File: src/rtl/exu_trap_ctrl_pkg.sv
// Shared types and constants for the machine-mode trap sequencer.
// State encoding, interrupt cause codes and mtvec mode values.
package exu_trap_ctrl_pkg;

    typedef enum logic [1:0] {
        ST_IDLE   = 2'd0,
        ST_FLUSH  = 2'd1,
        ST_COMMIT = 2'd2,
        ST_REDIR  = 2'd3
    } trap_state_e;

    localparam logic [3:0] IRQ_MEI = 4'd11;
    localparam logic [3:0] IRQ_MSI = 4'd3;
    localparam logic [3:0] IRQ_MTI = 4'd7;

    localparam int IRQ_BIT_MEI = 2;
    localparam int IRQ_BIT_MSI = 1;
    localparam int IRQ_BIT_MTI = 0;

    localparam logic [1:0] MTVEC_DIRECT   = 2'b00;
    localparam logic [1:0] MTVEC_VECTORED = 2'b01;

endpackage

File: src/rtl/exu_irq_prio.sv
// Fixed-priority pick among active machine interrupts.
// MEI beats MSI beats MTI; code is the mcause interrupt code.
module exu_irq_prio
    import exu_trap_ctrl_pkg::*;
(
    input  logic [2:0] irq_act,
    output logic       irq_vld,
    output logic [3:0] irq_code
);

    // priority chain: highest-ranked active source wins
    always_comb begin
        irq_vld  = |irq_act;
        irq_code = 4'd0;
        if (irq_act[IRQ_BIT_MEI]) begin
            irq_code = IRQ_MEI;
        end else if (irq_act[IRQ_BIT_MSI]) begin
            irq_code = IRQ_MSI;
        end else if (irq_act[IRQ_BIT_MTI]) begin
            irq_code = IRQ_MTI;
        end
    end

endmodule

File: src/rtl/exu_trap_ctrl.sv
// Trap entry / mret sequencer beside the machine-mode CSR file.
// Decides at commit, flushes, strobes the CSRs once, redirects fetch.
module exu_trap_ctrl
    import exu_trap_ctrl_pkg::*;
#(
    parameter int XLEN   = 32,
    parameter bit VEC_EN = 1'b1
) (
    input  logic            clk,
    input  logic            rst,
    input  logic            st_mie,
    input  logic [2:0]      irq_en,
    input  logic [2:0]      irq_pend,
    input  logic [XLEN-1:0] mtvec,
    input  logic [XLEN-1:0] mepc,
    input  logic            commit_vld,
    input  logic [XLEN-1:0] commit_pc,
    input  logic            exc_vld,
    input  logic [3:0]      exc_cause,
    input  logic            mret_req,
    output logic            flush_req,
    input  logic            flush_ack,
    output logic            trap_ena,
    output logic            mret_ena,
    output logic            epc_en,
    output logic [XLEN-1:0] epc_pc,
    output logic            mcause_wen,
    output logic [XLEN-1:0] mcause_dat,
    output logic            redir_vld,
    output logic [XLEN-1:0] redir_pc,
    input  logic            redir_rdy,
    output logic            busy
);

    trap_state_e state;
    logic        is_trap;

    logic [2:0]      irq_act;
    logic            irq_vld;
    logic [3:0]      irq_code;
    logic            take_exc;
    logic            take_mret;
    logic            take_irq;
    logic            vec_mode;
    logic [3:0]      code_nxt;
    logic [XLEN-1:0] cause_nxt;
    logic [XLEN-1:0] tvec_base;
    logic [XLEN-1:0] tvec_irq;
    logic [XLEN-1:0] trap_tgt;

    assign irq_act = irq_pend & irq_en & {3{st_mie}};

    exu_irq_prio u_prio (
        .irq_act  (irq_act),
        .irq_vld  (irq_vld),
        .irq_code (irq_code)
    );

    // exception outranks mret, mret outranks interrupt
    assign take_exc  = commit_vld & exc_vld;
    assign take_mret = commit_vld & mret_req & ~exc_vld;
    assign take_irq  = commit_vld & irq_vld & ~exc_vld & ~mret_req;

    assign code_nxt  = take_exc ? exc_cause : irq_code;
    assign cause_nxt = {take_irq, {(XLEN-5){1'b0}}, code_nxt};

    // reserved modes (>=10) fall back to direct
    assign vec_mode  = VEC_EN && (mtvec[1:0] == MTVEC_VECTORED);
    assign tvec_base = {mtvec[XLEN-1:2], 2'b00};
    assign tvec_irq  = tvec_base
                     + {{(XLEN-6){1'b0}}, irq_code, 2'b00};
    assign trap_tgt  = (take_irq && vec_mode) ? tvec_irq : tvec_base;

    assign busy = (state != ST_IDLE);

    // sequencer FSM with registered strobes and latched trap context
    always_ff @(posedge clk) begin
        if (rst) begin
            state      <= ST_IDLE;
            is_trap    <= 1'b0;
            flush_req  <= 1'b0;
            trap_ena   <= 1'b0;
            mret_ena   <= 1'b0;
            epc_en     <= 1'b0;
            mcause_wen <= 1'b0;
            epc_pc     <= '0;
            mcause_dat <= '0;
            redir_vld  <= 1'b0;
            redir_pc   <= '0;
        end else begin
            trap_ena   <= 1'b0;
            mret_ena   <= 1'b0;
            epc_en     <= 1'b0;
            mcause_wen <= 1'b0;
            unique case (state)
                ST_IDLE: begin
                    if (take_exc || take_irq) begin
                        is_trap    <= 1'b1;
                        epc_pc     <= commit_pc;
                        mcause_dat <= cause_nxt;
                        redir_pc   <= trap_tgt;
                        flush_req  <= 1'b1;
                        state      <= ST_FLUSH;
                    end else if (take_mret) begin
                        is_trap   <= 1'b0;
                        redir_pc  <= mepc;
                        flush_req <= 1'b1;
                        state     <= ST_FLUSH;
                    end
                end
                ST_FLUSH: begin
                    if (flush_ack) begin
                        flush_req  <= 1'b0;
                        trap_ena   <= is_trap;
                        epc_en     <= is_trap;
                        mcause_wen <= is_trap;
                        mret_ena   <= ~is_trap;
                        state      <= ST_COMMIT;
                    end
                end
                ST_COMMIT: begin
                    redir_vld <= 1'b1;
                    state     <= ST_REDIR;
                end
                ST_REDIR: begin
                    if (redir_rdy) begin
                        redir_vld <= 1'b0;
                        state     <= ST_IDLE;
                    end
                end
                default: state <= ST_IDLE;
            endcase
        end
    end

endmodule

File: config.mk
export PLATFORM = sky130hd
export DESIGN_NAME = exu_trap_ctrl
export DESIGN_NICKNAME = d
export VERILOG_FILES = /design/src/rtl/exu_trap_ctrl_pkg.sv /design/src/rtl/exu_irq_prio.sv /design/src/rtl/exu_trap_ctrl.sv
export SDC_FILE = /design/constraint.sdc
export NUM_CORES = 1
export LEC_CHECK = 0
export CAP_MARGIN = 20
export CORE_MARGIN = 2
export CORE_UTILIZATION = 44
export CTS_CLUSTER_DIAMETER = 200
export DETAILED_ROUTE_END_ITERATION = 7
export HOLD_SLACK_MARGIN = 0.15
export PLACE_DENSITY = 0.87
export SYNTH_ARGS = -nofsm -noshare
export SYNTH_HDL_FRONTEND = slang
export SYNTH_HIERARCHICAL = 1
export SYNTH_SLANG_ARGS = --single-unit
export TNS_END_PERCENT = 50
File: constraint.sdc
create_clock -name clk -period 6.4 [get_ports clk]
set_input_delay 0.64 -clock clk [delete_from_list [all_inputs] [get_ports clk]]
set_output_delay 0.64 -clock clk [all_outputs]
set_load 0.01 [all_outputs]
==> summary.txt, run 1 <==
Logic synthesis
  • Yosys reg bits: 76
  • Share of the synthesized area in the top cell type: 0.358
  • Synth area leader: dfxtp_1
  • Prevailing post-synth register cell: dfxtp_1
  • Syn Inst Count: 524
  • Post-synth ARST share: 0
  • Number of synthesized flops with an enable pin: 0
  • Synth warn: 6
  • Netlist Area Pre-Place: 4260 um^2
  • Synth cell types: 68
  • Largest cells by area after synthesis: dfxtp_1 36%, nand2_1 8.4%, buf_4 5.6%, a21oi_1 5.2%, a22oi_1 3.5%
  • Avg Cell Area, Syn: 8.12 um^2
  • Register area share after synthesis: 0.358

Die
  • Initial core utilization: 0.456
  • Io pins: 217
  • Die extent in x: 102 um
  • CORE AREA: 9330 um^2
  • Full die area: 10,500 um^2
  • Chip height: 102 um
  • Site row count: 35

Power
  • Peak VDD IR: 208 uV
  • Pwr/cell area: 259 nW/um^2
  • Static leakage: 2.25 nW

Layout
  • Most frequent cells in the layout: 188 x clkdlybuf4s50_1, 95 x nand2_1, 76 x dfxtp_1
  • Register area: 1520 um^2
  • Multi-input gate area: 2420 um^2
  • Layout cells sized above 1: 0.0548
  • Area delta synth->final: 46.8%
  • Fin nets: 812
  • Most common cell after layout, fill and taps aside: clkdlybuf4s50_1
  • Design area: 6250 um^2
  • Fillers: 844

Timing
  • Slew HR: 0.397
  • RSZ-0062 raised after global routing: no
  • Clk_skew: 0.00976 ns
  • Fmax: 263 MHz
  • Post-route setup TNS: 0 ns
  • Max Transition Viols Final: 0
  • Final Setup Violations: 0
  • Tmin final: 3.80 ns
  • Period utilization: 0.594
  • Worst-Margin Slew: 0.904 ns
  • Final worst setup slack: 2.60 ns
  • Endpoints failing hold: 0

Global routing
  • Gr usage total: 0.254
  • GRT overflow: 0
  • Initial antenna violation count: 1
  • Largest net degree at the start of global routing: 86
  • First-pass GRT wire length: 21,000 um
  • Vias in the first global route: 4,443

Worst setup path
  • Critical path's top delay family: simple AND/OR/NAND/NOR gates
  • CP most frequent cell: nor4b_1
  • Worst Setup End Kind: flip-flop
  • Startpoint Class: primary input
  • Crit Path Max Fanout: 10
  • Cells along the critical path: clkdlybuf4s50_1 -> and3_1 -> or3_1 -> ha_1 -> fa_1 -> a21o_1 -> a21oi_1 -> buf_4 -> nor4b_1 -> nor4b_1 -> a221o_1
  • Slowest cell on crit path: or3_1
  • CP required: 6.70 ns
  • Stages on worst setup path: 11
  • Crit path kind: primary input to flip-flop
  • Critical path's largest stage delay: 0.56 ns
  • CP Data Arrival Time: 4.10 ns
  • Critical path buffer and inverter count: 2
  • Reg2Reg Depth: 7

Clock network
  • Clk Tree Root Cell: clkbuf_8
  • H-Tree Level Count: 3
  • CTS tree: built
  • CTS Buffer Depth: 2
  • Post-cts hold buffer count: 0
  • Worst skew pair latency: 0.35 ns
  • CTS clk-pin slew, worst paths: 0.09 ns
  • Postcts setup bufs: 0
  • Clock Sinks: 76
  • Num CTS Buffers: 9
  • Post-cts repair resize count: 0

Placement
  • Placed cell area: 6060 um^2
  • I/O Buffers: 189
  • Pre-CTS WS: 2.02 ns
  • Detailed placement HPWL: 9950 um
  • GPL Wtd Cong: 0.904

Drt
  • WL/cell: 16.6 um
  • Initial DRC Count: 266
  • Remaining DRCs: 0
  • Post-Route WL: 13,700 um
  • DR vias: 4,614
  • ANT nets after route: 0
  • Drt pass-1 iters: 4
  • Vias per cell: 5.60

Run
  • Max-cap violations: 0

Outcome
  • Outcome: finished, final reports clean

Worst hold path
  • Hold depth: 1
  • Hold WC Path Type: flip-flop to flip-flop
path summary, 6_finish.rpt:
kind,from,end,slack (ns)
setup / recovery,st_mie,redir_pc[16]$_SDFFE_PP0P_,2.60
hold / removal,is_trap$_SDFFE_PP0P_,mret_ena$_SDFF_PP0_,0.46
setup reg to reg,state[1]$_SDFFE_PP0P_,redir_pc[29]$_SDFFE_PP0P_,3.76
hold reg to reg,is_trap$_SDFFE_PP0P_,mret_ena$_SDFF_PP0_,0.46
flip-flops by register name (all words and copies together) (netlist names):
name,count
redir_vld,1
epc_pc,32
flush_req,1
mret_ena,1
mcause_wen,1
is_trap,1
state,2
mcause_dat,5
redir_pc,32
kinds of logic after synthesis:
family / synth area share
DFF: 0.358
AOI/OAI and AO/OA: 0.233
other: 0.000881
adders and majority gates: 0.0282
and+or+nand+nor: 0.248
muxes: 0.0221
xor gates and xnor gates: 0.00823
buffers and inverters: 0.102
final cells by class:
class,count,share of cell area
multi-input cells,398,0.387
repair buffers,195,0.309
clock buffers,9,0.0198
clock inverters,7,0.00921
flip-flops and latches,76,0.243
well taps,129,0.0258
inverters,9,0.00541
diodes,1,0.000400
report_power, final:
group	switching, mW	internal (mW)
Sequential	0.0459	0.556
Combinational	0.343	0.325
Clock	0.203	0.147
Total	0.592	1.03
worst reg2reg max path, cell delays in order (launching register included):
cell	delay (ns)
dfxtp_1	0.34
inv_1	0.11
ha_1	0.52
o211ai_4	0.39
buf_4	0.36
nor2_1	0.45
o311ai_0	0.25
o211ai_1	0.15
stage by stage:
step / utilization / hold slack, ns / total power [mW] / cells
finish: 0.670 / 0.456 / 1.62 / 824
global route: 0.670 / 0.474 / 1.71 / 824
CTS: 0.669 / 0.458 / 1.63 / 822
detailed placement: 0.649 / 0.446 / 1.28 / 806
global placement: 0.649 / 0.425 / 1.25 / 806
floorplan: - / 0.414 / 0.966 / 550
metal layers:
metal | up-vias | track usage | wire [um]
met5 | - | 0 | 0
met4 | 0 | 0.123 | 457
met1 | 2189 | 0.293 | 5400
li1 | 2205 | - | -
met2 | 186 | 0.455 | 6980
met3 | 34 | 0.0424 | 874
cell usage after synthesis, types with 7 or more instances:
library cell	n
a21oi_1	44
a22oi_1	20
and3_1	7
buf_2	17
buf_4	32
clkbuf_1	15
dfxtp_1	76
ha_1	8
inv_1	8
nand2_1	95
nand3_1	14
nor2_1	32
nor3_1	10
nor4_1	10
o211ai_1	7
o21ai_0	7
o311ai_0	8
(Power assumes the default switching activity.)
==> inputs of run 2 (changes only) <==
--- a/config.mk
+++ b/config.mk
@@ -7,11 +7,11 @@
 export LEC_CHECK = 0
 export CAP_MARGIN = 20
 export CORE_MARGIN = 2
-export CORE_UTILIZATION = 44
+export CORE_UTILIZATION = 37
 export CTS_CLUSTER_DIAMETER = 200
 export DETAILED_ROUTE_END_ITERATION = 7
 export HOLD_SLACK_MARGIN = 0.15
-export PLACE_DENSITY = 0.87
+export PLACE_DENSITY = 0.78
 export SYNTH_ARGS = -nofsm -noshare
 export SYNTH_HDL_FRONTEND = slang
 export SYNTH_HIERARCHICAL = 1
==> constraint.sdc (replaced) <==
create_clock -name clk -period 3.5 [get_ports clk]
set_input_delay 0.35 -clock clk [delete_from_list [all_inputs] [get_ports clk]]
set_output_delay 0.35 -clock clk [all_outputs]
set_load 0.01 [all_outputs]
==> summary.txt, run 2 (synthesis results as in run 1) <==
Worst setup path
  • R2r endpoint: redir_pc[19]$_SDFFE_PP0P_
  • Cells along the critical path: clkdlybuf4s50_1 -> and3_1 -> or3_1 -> ha_1 -> fa_1 -> a21o_1 -> a21oi_1 -> buf_4 -> nor4b_1 -> nor4b_1 -> a221o_1
  • Crit Path Max Fanout: 12 (+2)
  • CP required: 3.78 ns (-2.92 ns)
  • CP most frequent cell: nor4b_1
  • Worst Setup End Kind: flip-flop
  • CP Data Arrival Time: 3.40 ns (-0.70 ns)
  • Reg2Reg Depth: 7 (unchanged)
  • Startpoint Class: primary input
  • FF-to-FF Start: state[0]$_SDFFE_PP0P_
  • Critical path's largest stage delay: 0.51 ns (-0.05 ns)
  • Crit path kind: primary input to flip-flop
  • Crit path from: st_mie
  • Slowest cell on crit path: or3_1
  • Critical path's top delay family: simple AND/OR/NAND/NOR gates
  • Reg-to-reg setup timing slack: 1.15 ns (-2.61 ns)
  • Critical path buffer and inverter count: 2 (unchanged)

Placement
  • Detailed placement HPWL: 10,500 um (+5.9%)
  • GPL Wtd Cong: 0.916 (+1.4%)
  • I/O Buffers: 189 (unchanged)
  • Pre-CTS WS: 0.141 ns (-1.88 ns)

Power
  • Seq pwr share: 0.332 (-0.040)
  • Sw Ratio: 0.335 (-0.0303)
  • Clock network fraction of design power: 0.291 (+0.075)
  • Static leakage: 2.35 nW (+4.4%)
  • Combinational Power Share: 0.377 (-0.035)
  • Switch Pwr: 1.11 mW (+88%)
  • Pwr/cell area: 515 nW/um^2 (+99%)
  • Peak VDD IR: 504 uV (+140%)
  • P_int: 2.21 mW (+120%)

Timing
  • Period utilization: 0.893
  • Endpoints failing hold: 0 (unchanged)
  • Post-route setup TNS: 0 ns (unchanged)
  • Final Setup Violations: 0 (unchanged)
  • Tmin final: 3.12 ns
  • Max Transition Viols Final: 0 (unchanged)
  • Worst-Margin Slew: 0.866 ns (-0.0381 ns)
  • Final worst setup slack: 0.375 ns (-2.22 ns)
  • Clk_skew: 0.00688 ns (-0.00288 ns)
  • Fmax: 320 MHz
  • Slew HR: 0.423 (+0.0254)
  • RSZ-0062 raised after global routing: no

Layout
  • Final Util: 0.571 (-0.0993)
  • Antenna diodes: 0 (-1)
  • Multi-input gate area: 2420 um^2 (unchanged)
  • Area delta synth->final: 51.8%
  • Fin nets: 821 (+1.1%)
  • Most frequent cells in the layout: 188 x clkdlybuf4s50_1, 95 x nand2_1, 76 x dfxtp_1
  • Fillers: 1,041 (+23%)
  • Layout cells sized above 1: 0.0669 (+0.0121)
  • Most common cell after layout, fill and taps aside: clkdlybuf4s50_1
  • Register area: 1520 um^2 (unchanged)
  • Largest registers: epc_pc: 32 flops, redir_pc: 32 flops, mcause_dat: 5 flops

Global routing
  • Initial antenna violation count: 0 (-1)
  • Largest net degree at the start of global routing: 47 (-45%)
  • Vias in the first global route: 4,436 (-0.16%)
  • First-pass GRT wire length: 22,300 um (+5.9%)
  • GRT overflow: 0 (unchanged)
  • Gr usage total: 0.220 (-0.0342)

Drt
  • Initial DRC Count: 331 (+24%)
  • Vias per cell: 5.48 (-2.1%)
  • DR vias: 4,638 (+0.52%)
  • Drt pass-1 iters: 7 (+3)
  • Post-Route WL: 14,100 um (+2.9%)
  • Remaining DRCs: 0 (unchanged)
  • ANT nets after route: 0 (unchanged)
  • WL/cell: 16.7 um (+0.21%)

Clock network
  • CTS Buffer Depth: 2 (unchanged)
  • Post-cts repair resize count: 0 (unchanged)
  • Clock Sinks: 76 (unchanged)
  • Num CTS Buffers: 9 (unchanged)
  • H-Tree Level Count: 3 (unchanged)
  • Postcts setup bufs: 0 (unchanged)
  • Post-cts hold buffer count: 0 (unchanged)
  • Worst skew pair latency: 0.33 ns (-0.02 ns)
  • CTS tree: built
  • CTS clk-pin slew, worst paths: 0.06 ns (-0.03 ns)
  • Clk Tree Root Cell: clkbuf_16

Die
  • Full die area: 12,400 um^2 (+18%)
  • Initial core utilization: 0.376 (-0.0803)
  • Chip height: 111 um (+8.7%)
  • Io pins: 217 (unchanged)
  • CORE AREA: 11,300 um^2 (+21%)
  • Site row count: 39 (+11%)
  • Die extent in x: 111 um (+8.7%)

Outcome
  • Outcome: finished, final reports clean

Worst hold path
  • Hold WC Path Type: flip-flop to flip-flop
  • Hold depth: 2 (+1)
  • Hold Path Sink: epc_pc[7]$_SDFFE_PP0P_
  • Worst hold start: epc_pc[7]$_SDFFE_PP0P_

Run
  • Max-cap violations: 0 (unchanged)
[run 2: stage by stage]
step	hold slack (ns)	total power [mW]	instance area [um^2]	std cells
after floorplan	0.414	1.77	4350	550
after global placement	0.428	2.33	6150	830
after detailed placement	0.446	2.37	6150	830
after CTS	0.455	3.35	6460	846
after global routing	0.473	3.50	6460	846
final	0.453	3.33	6460	846
[run 2: power by group through the flow]
| stage | Combinational, mW | Sequential [mW] | Clock [mW] |
|---|---|---|---|
| after floorplan | 0.592 | 1.17 | 0 |
| after global placement | 1.21 | 1.11 | 0 |
| after detailed placement | 1.25 | 1.12 | 0 |
| after CTS | 1.26 | 1.11 | 0.985 |
| after global routing | 1.35 | 1.12 | 1.02 |
| final | 1.25 | 1.10 | 0.968 |
[run 2: per-layer routing]
| metal | vias to the layer above | wire length (um) | track usage |
|---|---|---|---|
| li1 | 2218 | - | - |
| met1 | 2149 | 5520 | 0.262 |
| met2 | 240 | 7090 | 0.383 |
| met3 | 31 | 1170 | 0.0508 |
| met4 | 0 | 330 | 0.0856 |
| met5 | - | 0 | 0 |
[run 2: cell type report]
type	count	share of cell area
well taps	143	0.0277
clock buffers	10	0.0370
repair buffers	204	0.310
flip-flops and latches	76	0.236
clock inverters	6	0.0110
inverters	9	0.00523
multi-input cells	398	0.374
[run 2: worst max path at each step]
stage | end | slack, ns | depth (start not counted)
floorplan | redir_pc[22]$_SDFFE_PP0P_ | 0.45 | 11
global placement | redir_pc[22]$_SDFFE_PP0P_ | 0.31 | 11
detailed placement | redir_pc[16]$_SDFFE_PP0P_ | 0.14 | 11
CTS | redir_pc[16]$_SDFFE_PP0P_ | 0.48 | 11
global route | redir_pc[14]$_SDFFE_PP0P_ | 0.29 | 11
finish | redir_pc[16]$_SDFFE_PP0P_ | 0.38 | 11
[run 2: worst min-delay path: cells and delay by family (launching register included)]
family | cells | cell delay, ns
AO/OA/AOI/OAI | 1 | 0.05
flip-flops | 1 | 0.31
AND/OR/NAND/NOR | 1 | 0.05
